`config.mk`:
```
export PLATFORM = sky130hd
export DESIGN_NAME = bus_scheduler
export DESIGN_NICKNAME = d
export VERILOG_FILES = /design/src/rtl/bus_scheduler.sv
export SDC_FILE = /design/constraint.sdc
export NUM_CORES = 1
export LEC_CHECK = 0
export CORE_UTILIZATION = 30
export DETAILED_ROUTE_END_ITERATION = 16
export DONT_BUFFER_PORTS = 1
export GPL_TIMING_DRIVEN = 1
export PLACE_DENSITY = 0.55
export SETUP_SLACK_MARGIN = 0.05
export SYNTH_ARGS = -nofsm -noshare
export SYNTH_HDL_FRONTEND = slang
export SYNTH_SLANG_ARGS = --single-unit
export TNS_END_PERCENT = 20
```
`constraint.sdc`:
```
create_clock -name clock -period 3.65 [get_ports clock]
set_clock_uncertainty 0.2 [all_clocks]
set_input_delay 1.095 -clock clock [delete_from_list [all_inputs] [get_ports clock]]
set_output_delay 1.095 -clock clock [all_outputs]
set_load 0.01 [all_outputs]
```
`src/rtl/bus_scheduler.sv`:
```
// Two-bus result scheduler: picks up to two requesting execution combos per cycle
// in round-robin order and drives their addresses onto the common data bus selects.
module bus_scheduler #(
    parameter int          REQUESTERS   = 8,
    parameter logic [7:0]  BASE_ADDRESS = 8'h00,
    parameter logic [7:0]  IDLE_SELECT  = 8'hFF
) (
    input  logic                  clock,
    input  logic                  reset,
    input  logic [REQUESTERS-1:0] request,
    input  logic                  flush,
    output logic [7:0]            select_0,
    output logic [7:0]            select_1,
    output logic [REQUESTERS-1:0] grant
);

    localparam int PTR_W = $clog2(REQUESTERS);
    localparam int SUM_W = PTR_W + 1;

    logic [PTR_W-1:0]      ptr_r;
    logic [REQUESTERS-1:0] eligible_s;
    logic [REQUESTERS-1:0] grant_next_s;
    logic [PTR_W-1:0]      idx0_s;
    logic [PTR_W-1:0]      idx1_s;
    logic [PTR_W-1:0]      ptr_next_s;
    logic                  hit0_s;
    logic                  hit1_s;

    function automatic logic [PTR_W-1:0] next_index(input logic [PTR_W-1:0] idx);
        logic [PTR_W-1:0] nxt;
        if (idx == PTR_W'(REQUESTERS - 1)) begin
            nxt = '0;
        end else begin
            nxt = idx + PTR_W'(1);
        end
        return nxt;
    endfunction

    function automatic logic [7:0] addr_of(input logic [PTR_W-1:0] idx);
        return BASE_ADDRESS + 8'(idx);
    endfunction

    // Circular scan of the eligible set from ptr; the previous grant is masked out
    always_comb begin
        logic [SUM_W-1:0] pos_s;
        logic [PTR_W-1:0] cand_s;
        eligible_s   = request & ~grant;
        hit0_s       = 1'b0;
        hit1_s       = 1'b0;
        idx0_s       = '0;
        idx1_s       = '0;
        grant_next_s = '0;
        for (int k = 0; k < REQUESTERS; k++) begin
            pos_s = SUM_W'(ptr_r) + SUM_W'(k);
            if (pos_s >= SUM_W'(REQUESTERS)) begin
                pos_s = pos_s - SUM_W'(REQUESTERS);
            end else begin
                pos_s = pos_s;
            end
            cand_s = pos_s[PTR_W-1:0];
            if (eligible_s[cand_s] && !hit0_s) begin
                hit0_s = 1'b1;
                idx0_s = cand_s;
            end else if (eligible_s[cand_s] && !hit1_s) begin
                hit1_s = 1'b1;
                idx1_s = cand_s;
            end else begin
                hit1_s = hit1_s;
            end
        end
        if (hit0_s) begin
            grant_next_s[idx0_s] = 1'b1;
        end else begin
            grant_next_s = grant_next_s;
        end
        if (hit1_s) begin
            grant_next_s[idx1_s] = 1'b1;
            ptr_next_s           = next_index(idx1_s);
        end else if (hit0_s) begin
            ptr_next_s = next_index(idx0_s);
        end else begin
            ptr_next_s = ptr_r;
        end
    end

    // Registered selects, grant mirror and round-robin pointer; reset outranks flush
    always_ff @(posedge clock) begin
        if (reset) begin
            select_0 <= IDLE_SELECT;
            select_1 <= IDLE_SELECT;
            grant    <= '0;
            ptr_r    <= '0;
        end else if (flush) begin
            select_0 <= IDLE_SELECT;
            select_1 <= IDLE_SELECT;
            grant    <= '0;
            ptr_r    <= ptr_r;
        end else begin
            select_0 <= hit0_s ? addr_of(idx0_s) : IDLE_SELECT;
            select_1 <= hit1_s ? addr_of(idx1_s) : IDLE_SELECT;
            grant    <= grant_next_s;
            ptr_r    <= ptr_next_s;
        end
    end

endmodule

```
# [Yosys cells after proc, flatten, opt, wreduce, memory -nomap -nowiden]
# Cells that the tools add are included.
[totals] in_bits=11 word_cells=168 regBits=27 output_inout_bits=24
[classes] eq_ne=2 order_cmp=20 n_reduce_logical=35 muxes=82 bitwise=6 addsub=17
[ops] operator="3-bit two-way mux" count=35
[ops] operator="3-bit by 4-bit less-than comparator with 1-bit output (second input constant)" count=10
[ops] operator="1-bit two-way mux" count=33
[ops] operator="8-bit two-way mux" count=4
[ops] operator="4-bit >= comparator (second input constant)" count=7
[ops] operator="1-bit binary-select mux with 3-bit select" count=8
[ops] operator="3-bit by 1-bit subtractor with 3-bit output (second input constant)" count=8
[ops] operator="3-bit by 3-bit adder with 4-bit output (second input constant)" count=4
[ops] operator="1-bit logical AND" count=16
[ops] operator="1-bit logical NOT" count=14
[ops] operator="3-bit by 2-bit adder with 4-bit output (second input constant)" count=2
[ops] operator="8-bit AND" count=1
[ops] operator="8-bit inverter" count=1
[ops] operator="8-bit OR" count=1
[ops] operator="3-bit by 1-bit adder with 3-bit output (second input constant)" count=2
[ops] operator="1-bit demux with 3-bit select" count=2
[ops] operator="3-bit == test (second input constant)" count=2
[ops] operator="3-bit by 1-bit >= comparator with 1-bit output (second input constant)" count=2
[ops] operator="3-bit OR reduction" count=2
[ops] operator="3-bit by 1-bit adder with 4-bit output (second input constant)" count=1
[ops] operator="3-bit by 4-bit >= comparator with 1-bit output (second input constant)" count=1
[ops] operator="1-bit inverter" count=3
[ops] operator="2-bit AND reduction" count=1
[ops] operator="2-bit nonzero test" count=1
[ops] operator="2-bit OR reduction" count=1

# [Longest topological paths before layout]
# Gate-level depths: netlist (run 1).
[depth] depth_word=40 ltp_mapped=17 mapped_depth_nobuf=15

# [Worst setup path before layout (run 1)]
# Ideal clock, no wire load.
[synth_path] kind="input to register" start="in request[2]" end="reg ptr_r[1]" t_required_ps=3359 path_stages=13 path_buffers=1 setup_time_ps=91 arrival_ps=3693 setup_slack_ps=-334 path_cell_list="nand2b_1 mux4_2 mux2_4 buf_2 nand2_1 a21oi_1 a311o_1 o31a_1 o31ai_4 inv_1 ha_1 nand2b_1 a311oi_1"
[synth_between] elab_chain_len=36 word_cells_on_any_way=101 classes_between="2 x add/sub; 2 x eq/ne; 66 x mux; 1 x bitwise; 30 x reduce/logical"
[synth_rtl] element="start: declaration" line="10" rtl="input logic [REQUESTERS-1:0] request,"
[synth_rtl] element="8-bit AND (*)" line="47" rtl="eligible_s = request & ~grant;"
[synth_rtl] element="1-bit binary-select mux with 3-bit select" line="61, 64"
[synth_rtl] element="1-bit two-way mux (not written as such)" line="61, 64"
[synth_rtl] element="1-bit two-way mux" line="61, 64"
[synth_rtl] element="1-bit two-way mux" line="61" rtl="if (eligible_s[cand_s] && !hit0_s) begin"
[synth_rtl] element="1-bit logical NOT" line="64" rtl="end else if (eligible_s[cand_s] && !hit1_s) begin"
[synth_rtl] element="1-bit logical AND" line="64"
[synth_rtl] element="1-bit two-way mux" line="64"
[synth_rtl] element="[21 not listed]"
[synth_rtl] element="1-bit logical NOT" line="64"
[synth_rtl] element="1-bit logical AND" line="64"
[synth_rtl] element="3-bit two-way mux" line="64"
[synth_rtl] element="3-bit two-way mux (*)" line="61"
[synth_rtl] element="named net idx1_s[0]" line="24" rtl="logic [PTR_W-1:0] idx1_s;"
[synth_rtl] element="3-bit by 1-bit adder with 3-bit output or 3-bit == test (tied branches)" line="34, 31"
[synth_rtl] element="3-bit two-way mux (*)" line="31" rtl="if (idx == PTR_W'(REQUESTERS - 1)) begin"
[synth_rtl] element="3-bit two-way mux (*)" line="76" rtl="if (hit1_s) begin"
[synth_rtl] element="end signal: assignment" line="97" rtl="ptr_r <= ptr_r;"
[synth_rtl] element="end signal: assignment" line="102" rtl="ptr_r <= ptr_next_s;"
[synth_rtl] element="end: declaration" line="20" rtl="logic [PTR_W-1:0] ptr_r;"
# The timed path passes the listed nets; every way through them passes the cells marked *. The select of a mux whose other input is x is not followed.
# A chain may end at the register's enable or synchronous reset.

# [Worst setup path in the final report (run 1)]
[layout_path] start="in request[3]" end="reg ptr_r[1]"
[layout_between] elab_chain_len=36 word_cells_on_any_way=101 classes_between="2 x add/sub; 2 x eq/ne; 66 x mux; 1 x bitwise; 30 x reduce/logical"
[layout_rtl] element="8-bit AND (*)" line="47"
[layout_rtl] element="1-bit binary-select mux with 3-bit select" line="61, 64"
[layout_rtl] element="1-bit two-way mux (not written as such)" line="61, 64"
[layout_rtl] element="1-bit two-way mux" line="61, 64"
[layout_rtl] element="1-bit two-way mux" line="61"
[layout_rtl] element="1-bit logical NOT" line="64"
[layout_rtl] element="1-bit logical AND" line="64"
[layout_rtl] element="1-bit two-way mux" line="64"
[layout_rtl] element="[20 not listed]"
[layout_rtl] element="1-bit two-way mux" line="61"
[layout_rtl] element="1-bit logical NOT" line="64"
[layout_rtl] element="1-bit logical AND" line="64"
[layout_rtl] element="3-bit two-way mux" line="64"
[layout_rtl] element="3-bit two-way mux" line="61"
[layout_rtl] element="3-bit by 1-bit adder with 3-bit output or 3-bit == test (tied branches)" line="34, 31"
[layout_rtl] element="3-bit two-way mux" line="31"
[layout_rtl] element="3-bit two-way mux" line="76"
# Every way passes the cells marked *; elsewhere a longest branch is shown, timed or not. The select of a mux whose other input is x is not followed.

==> summary.md, run 1 <==
| Metric | Value |
|---|---|
| Hold Path Stages | `3` |
| Worst setup margin | `-33.0 ps` |
| Least-Margin Pin Slew | `501 ps` |
| Final nets | `367` |
| Initial antenna violation count | `0` |
| Max_cap viols | `0` |
| Final Util | `0.444` |
| Layout cells sized above 1 | `0.511` |
| Failing checks | `setup timing` |
| Gr ovfl total | `0` |
| Antenna Cells | `0` |
| Synthesized area per cell | `8.73 µm²` |
| TritonCTS Buffers | `3` |
| Max-slew headroom | `0.663` |
| DPL Wire Length | `5.80 mm` |
| #FFs+latches synth | `19` |
| CP endpoint kind | `flip-flop` |
| Finished Layout Cells | `452` |
| CTS Sinks | `19` |
| CTS HTree Levels | `1` |
| Vias | `2490` |
| Status | `complete, but fails checks` |
| Setup TNS | `-33.0 ps` |
| Fin crit period | `3680 ps` |
| Crit Path Max Fanout | `4` |
| Syn nets | `297` |
| Placed Instances | `429` |
| Total track usage | `0.188` |
| Worst-skew pair later-pin latency | `260 ps` |
| Crit path DAT | `3650 ps` |
| Critical path required time | `3620 ps` |
| DRC | `0` |
| Initial DRC Count | `162` |
| Fmax | `272 MHz` |
| Total die area | `0.00854 mm²` |
| Initial Utilization | `0.314` |
| # hold bufs at CTS | `0` |
| Cell variety after synth | `70` |
| EDFF count, synth | `0` |
| CORE AREA | `0.00781 mm²` |
| Drt wl/cell | `17.0 µm` |
| Chip height | `92.4 µm` |
| Asr flop ratio synth | `0` |
| Rows | `32` |
| DIE WIDTH | `92.4 µm` |
| Critical path startpoint category | `input pin` |
| ANT nets after route | `0` |
| Root Driver | `clkbuf_8` |
| Final Hold Viols | `0` |
| WL final | `7.70 mm` |
| Endpoints failing setup | `1` |
| Synth warn | `0` |
| Clock buffer depth | `2` |
| Ys flop type | `dfxtp_1` |
| Max Transition Viols Final | `0` |
| Area Growth Syn to Fin | `41.2%` |
| Worst-path clk slew | `70 ps` |
| Post-Synthesis Cells | `281` |
| Fin crit share | `1.01` |
| Vias per cell | `5.51` |
| Largest net degree at the start of global routing | `19` |
| Vias in the first global route | `2632` |
| First-pass GRT wire length | `13.0 mm` |
| Worst R2R Path Depth | `15` |
| RSZ-0062 raised after global routing | `true` |
| TritonCTS clock tree | `built` |
| DR pass1 iterations | `6` |
| Crit path kind | `input pin to flip-flop` |
| Synthesized cell area | `0.00245 mm²` |
| Routability Congestion | `0.862` |
| Most frequent cells in the layout | `buf_4, nor2_1, nand2_1` |
| Worst Hold Class | `flip-flop to flip-flop` |
| Most common cell after layout, fill and taps aside | `buf_4` |
| IO Port Bufs | `0` |
| Sequential-to-total area share from yosys stat | `0.155` |
| # IOs | `35` |
==> kinds of logic (layout without fill, tap and decap cells) <==
logic type,after synthesis,after routing,synth area share
compound gates,72,72,0.212
xor+xnor,8,8,0.0347
fa+ha+maj,5,5,0.0255
buf+inv,34,102,0.0938
flops,19,19,0.155
mux,28,29,0.190
simple gates,115,115,0.289
==> Yosys cell counts, drive strengths merged, types with 3 or more instances <==
cell type  count  area [µm²]
mux2i         13         159
nand3b         4        30.0
ha             5        62.6
a31oi          4        25.0
buf           18         159
nor4           5        58.8
nor3b          3        27.5
nand3         11        60.1
clkbuf         5        22.5
o2111ai        3        32.5
a21o           3        22.5
mux2           4        52.6
nor4bb         5        50.1
o22ai         12        75.1
nor4b          3        38.8
nand2         24        90.1
o211ai         8        60.1
nor2b          7        43.8
mux4          11         255
nor3           6        41.3
nand2b        10        92.6
a21oi         14        81.3
xnor2          6        67.6
dfxtp         19         380
o21ai         11        55.1
nor2          27         101
inv           11        48.8
==> metal layers <==
layer	vias to the layer above	track usage	wire length [µm]
met1	1183	0.243	3400
met3	15	0.00657	352
met2	79	0.335	3770
met5	-	0	0
met4	0	0.0612	169
li1	1213	-	-
==> cell type report <==
type	count	area [µm²]
multi-input combinational	229	2170
timing repair buffer	87	684
sequential	19	382
tap	102	128
inverter	11	51.3
clock buffer	3	41.3
clock inverter	1	7.51
fill	752	4340
==> timing repair <==
item / 4_1_cts / 5_1_grt
resized for setup: 48 / 9
pin swaps: 24 / 8
cloned: 1 / 0
setup endpoints to repair: 10 / 12
buffers inserted: 17 / 2
==> through the flow <==
stage / area [µm²] / hold slack [ps] / worst slack (ps)
after floorplan: 2500 / 718 / -296
after global placement: 2950 / 491 / -366
after detailed placement: 2950 / 522 / -429
after CTS: 3380 / 532 / -7.63
after global routing: 3460 / 564 / -176
final: 3460 / 545 / -33.0
==> final timing paths <==
| check | startpoint | to | slack, ps |
|---|---|---|---|
| worst max-delay path | request[3] | ptr_r[1]$_SDFFE_PP0P_ | -30 |
| worst min-delay path | ptr_r[1]$_SDFFE_PP0P_ | ptr_r[1]$_SDFFE_PP0P_ | 540 |
| worst max register to register | ptr_r[1]$_SDFFE_PP0P_ | ptr_r[1]$_SDFFE_PP0P_ | 50 |
| worst min register to register | ptr_r[1]$_SDFFE_PP0P_ | ptr_r[1]$_SDFFE_PP0P_ | 540 |
==> state kept, by name, indices dropped and copies added, names as in the netlist <==
register and count:
grant 8, ptr_r 3, select_0 4, select_1 4
==> worst max-delay path, stage by stage <==
cell and delay [ps]:
and2b_1 180, mux4_2 510, mux2i_4 280, buf_6 160, nor2_2 40, nand3_1 70, o211ai_1 140, a21o_1 240
nor3b_2 170, mux2_4 190, inv_4 40, ha_4 250, nand2b_1 60, a311oi_2 230
Power of run 1 is not shown: default switching activity piles up to over one toggle a cycle in this logic, so the estimate is an artifact.
==> inputs of run 2 (changes only) <==
PLACE_DENSITY = 0.54   (was 0.55)
==> run 2 against run 1 <==
The flow still finishes with violations (setup timing). Worst hold slack lost 6.1 ps. Fmax shrank 2.3%. Sequential share of layout area grew 0.55 points. Cell count shrank 2.0%. Clock-buffer cell count is the same. Global-route usage shrank 0.26 points. Via count grew 0.44%. Register-to-register slack lost 60 ps. Setup slack lost 87 ps.
==> summary.md, run 2 (synthesis results as in run 1) <==
| Metric | Value |
|---|---|
| Initial DRC Count | `179 (+10%)` |
| Worst-path clk slew | `70 ps (about the same)` |
| DIE WIDTH | `92.4 µm (unchanged)` |
| Crit path kind | `input pin to flip-flop` |
| CTS HTree Levels | `1 (unchanged)` |
| ANT nets after route | `0 (unchanged)` |
| Final nets | `358 (-2.5%)` |
| Worst setup margin | `-120 ps (-86.8 ps)` |
| Largest net degree at the start of global routing | `18 (-1)` |
| Worst-skew pair later-pin latency | `250 ps (about the same)` |
| TritonCTS clock tree | `built` |
| Final Hold Viols | `0 (unchanged)` |
| CP endpoint kind | `flip-flop` |
| Biggest regs | `grant (8), select_0 (4), select_1 (4)` |
| Vias in the first global route | `2448 (-7.0%)` |
| Total track usage | `0.185 (-0.00264)` |
| Largest register FFs | `8 (unchanged)` |
| Initial Utilization | `0.314 (unchanged)` |
| Initial antenna violation count | `0 (unchanged)` |
| CORE AREA | `0.00781 mm² (unchanged)` |
| Gr ovfl total | `0 (unchanged)` |
| Failing checks | `setup timing` |
| Drt wl/cell | `17.5 µm (+2.5%)` |
| DRC | `0 (unchanged)` |
| Critical path startpoint category | `input pin` |
| Clock buffer depth | `2 (unchanged)` |
| DPL Wire Length | `5.93 mm (+2.2%)` |
| CTS Sinks | `19 (unchanged)` |
| Vias per cell | `5.65 (+2.5%)` |
| Antenna Cells | `0 (unchanged)` |
| Routability Congestion | `0.877 (+1.8%)` |
| Least-Margin Pin Slew | `557 ps (+55.6 ps)` |
| Most common cell after layout, fill and taps aside | `buf_4` |
| Most flops, register | `grant` |
| Status | `complete, but fails checks` |
| Layout cells sized above 1 | `0.457 (-0.0540)` |
| RSZ-0062 raised after global routing | `true` |
| Root Driver | `clkbuf_8` |
| Max_cap viols | `0 (unchanged)` |
| TritonCTS Buffers | `3 (unchanged)` |
| First-pass GRT wire length | `12.5 mm (-3.6%)` |
| Worst Hold Class | `flip-flop to flip-flop` |
| WL final | `7.74 mm (+0.51%)` |
| Endpoints failing setup | `4 (+3)` |
| Max Transition Viols Final | `0 (unchanged)` |
| Crit path DAT | `3750 ps (+100 ps)` |
| Final Util | `0.423 (-0.0212)` |
| Most frequent cells in the layout | `buf_4, nor2_1, nand2_1` |
| Area Growth Syn to Fin | `34.5%` |
| Critical path required time | `3630 ps (about the same)` |
| Crit Path Max Fanout | `7 (+3)` |
| IO Port Bufs | `0 (unchanged)` |
| DR pass1 iterations | `5 (-1)` |
| Vias | `2501 (+0.44%)` |
| Rows | `32 (unchanged)` |
| Fmax | `265 MHz (-2.3%)` |
| # IOs | `35 (unchanged)` |
| Chip height | `92.4 µm (unchanged)` |
| Fin crit share | `1.03 (+0.0238)` |
| Fin crit period | `3770 ps (+86.8 ps)` |
| Total die area | `0.00854 mm² (unchanged)` |
| Max-slew headroom | `0.626 (-0.0374)` |
## run 2: through the flow
step | TNS (ps) | instances | instance area, µm² | setup slack [ps] | hold slack, ps
2_1_floorplan | -499 | 281 | 2500 | -296 | 718
3_3_place_gp | -3190 | 430 | 2970 | -366 | 569
3_5_place_dp | -3510 | 430 | 2970 | -406 | 569
4_1_cts | -86.5 | 440 | 3170 | -33.9 | 582
5_1_grt | -1280 | 443 | 3300 | -217 | 588
6_report | -288 | 443 | 3300 | -120 | 539
## run 2: per-layer routing
layer  vias up  global-route usage  share of wire
met4         0              0.0547          0.020
li1       1196                   -              -
met2        94               0.319           0.48
met5         -                   0              0
met1      1194               0.249           0.45
met3        17             0.00985          0.045
## run 2: worst max-delay path, cell delays in order
cell and delay, ps:
nor2b_2 170, mux2i_1 100, mux4_2 600, buf_4 220, xnor2_1 120, o211ai_1 150, o211ai_1 180, o211ai_1 370
o32ai_4 190, or3_4 410, o22ai_1 130
## run 2: final timing paths
check                                      startpoint                    end  slack [ps]  depth (start not counted)
worst min register to register  ptr_r[0]$_SDFFE_PP0P_  ptr_r[0]$_SDFFE_PP0P_         540                          3
worst max register to register  ptr_r[1]$_SDFFE_PP0P_    grant[7]$_SDFF_PP0_         -10                         15
worst min-delay path            ptr_r[0]$_SDFFE_PP0P_  ptr_r[0]$_SDFFE_PP0P_         540                          3
worst max-delay path                       request[5]    grant[7]$_SDFF_PP0_        -120                         11
## run 2: timing repair
action                                  CTS  global route
hold endpoints to repair                  0             0
hold buffers                              0             0
setup buffers                             5             3
endpoints found under the setup margin   10            11
resized for setup                        20            19
pin swaps                                12            14
gates cloned                              1             0
## run 2: final cells by class
cell class	count	area, µm²
sequential	19	382
fill	769	4510
multi-input combinational	229	2080
clock inverter	1	5.00
timing repair buffer	78	613
clock buffer	3	41.3
inverter	11	51.3
tap	102	128
Power of run 2 is left out for the same reason.
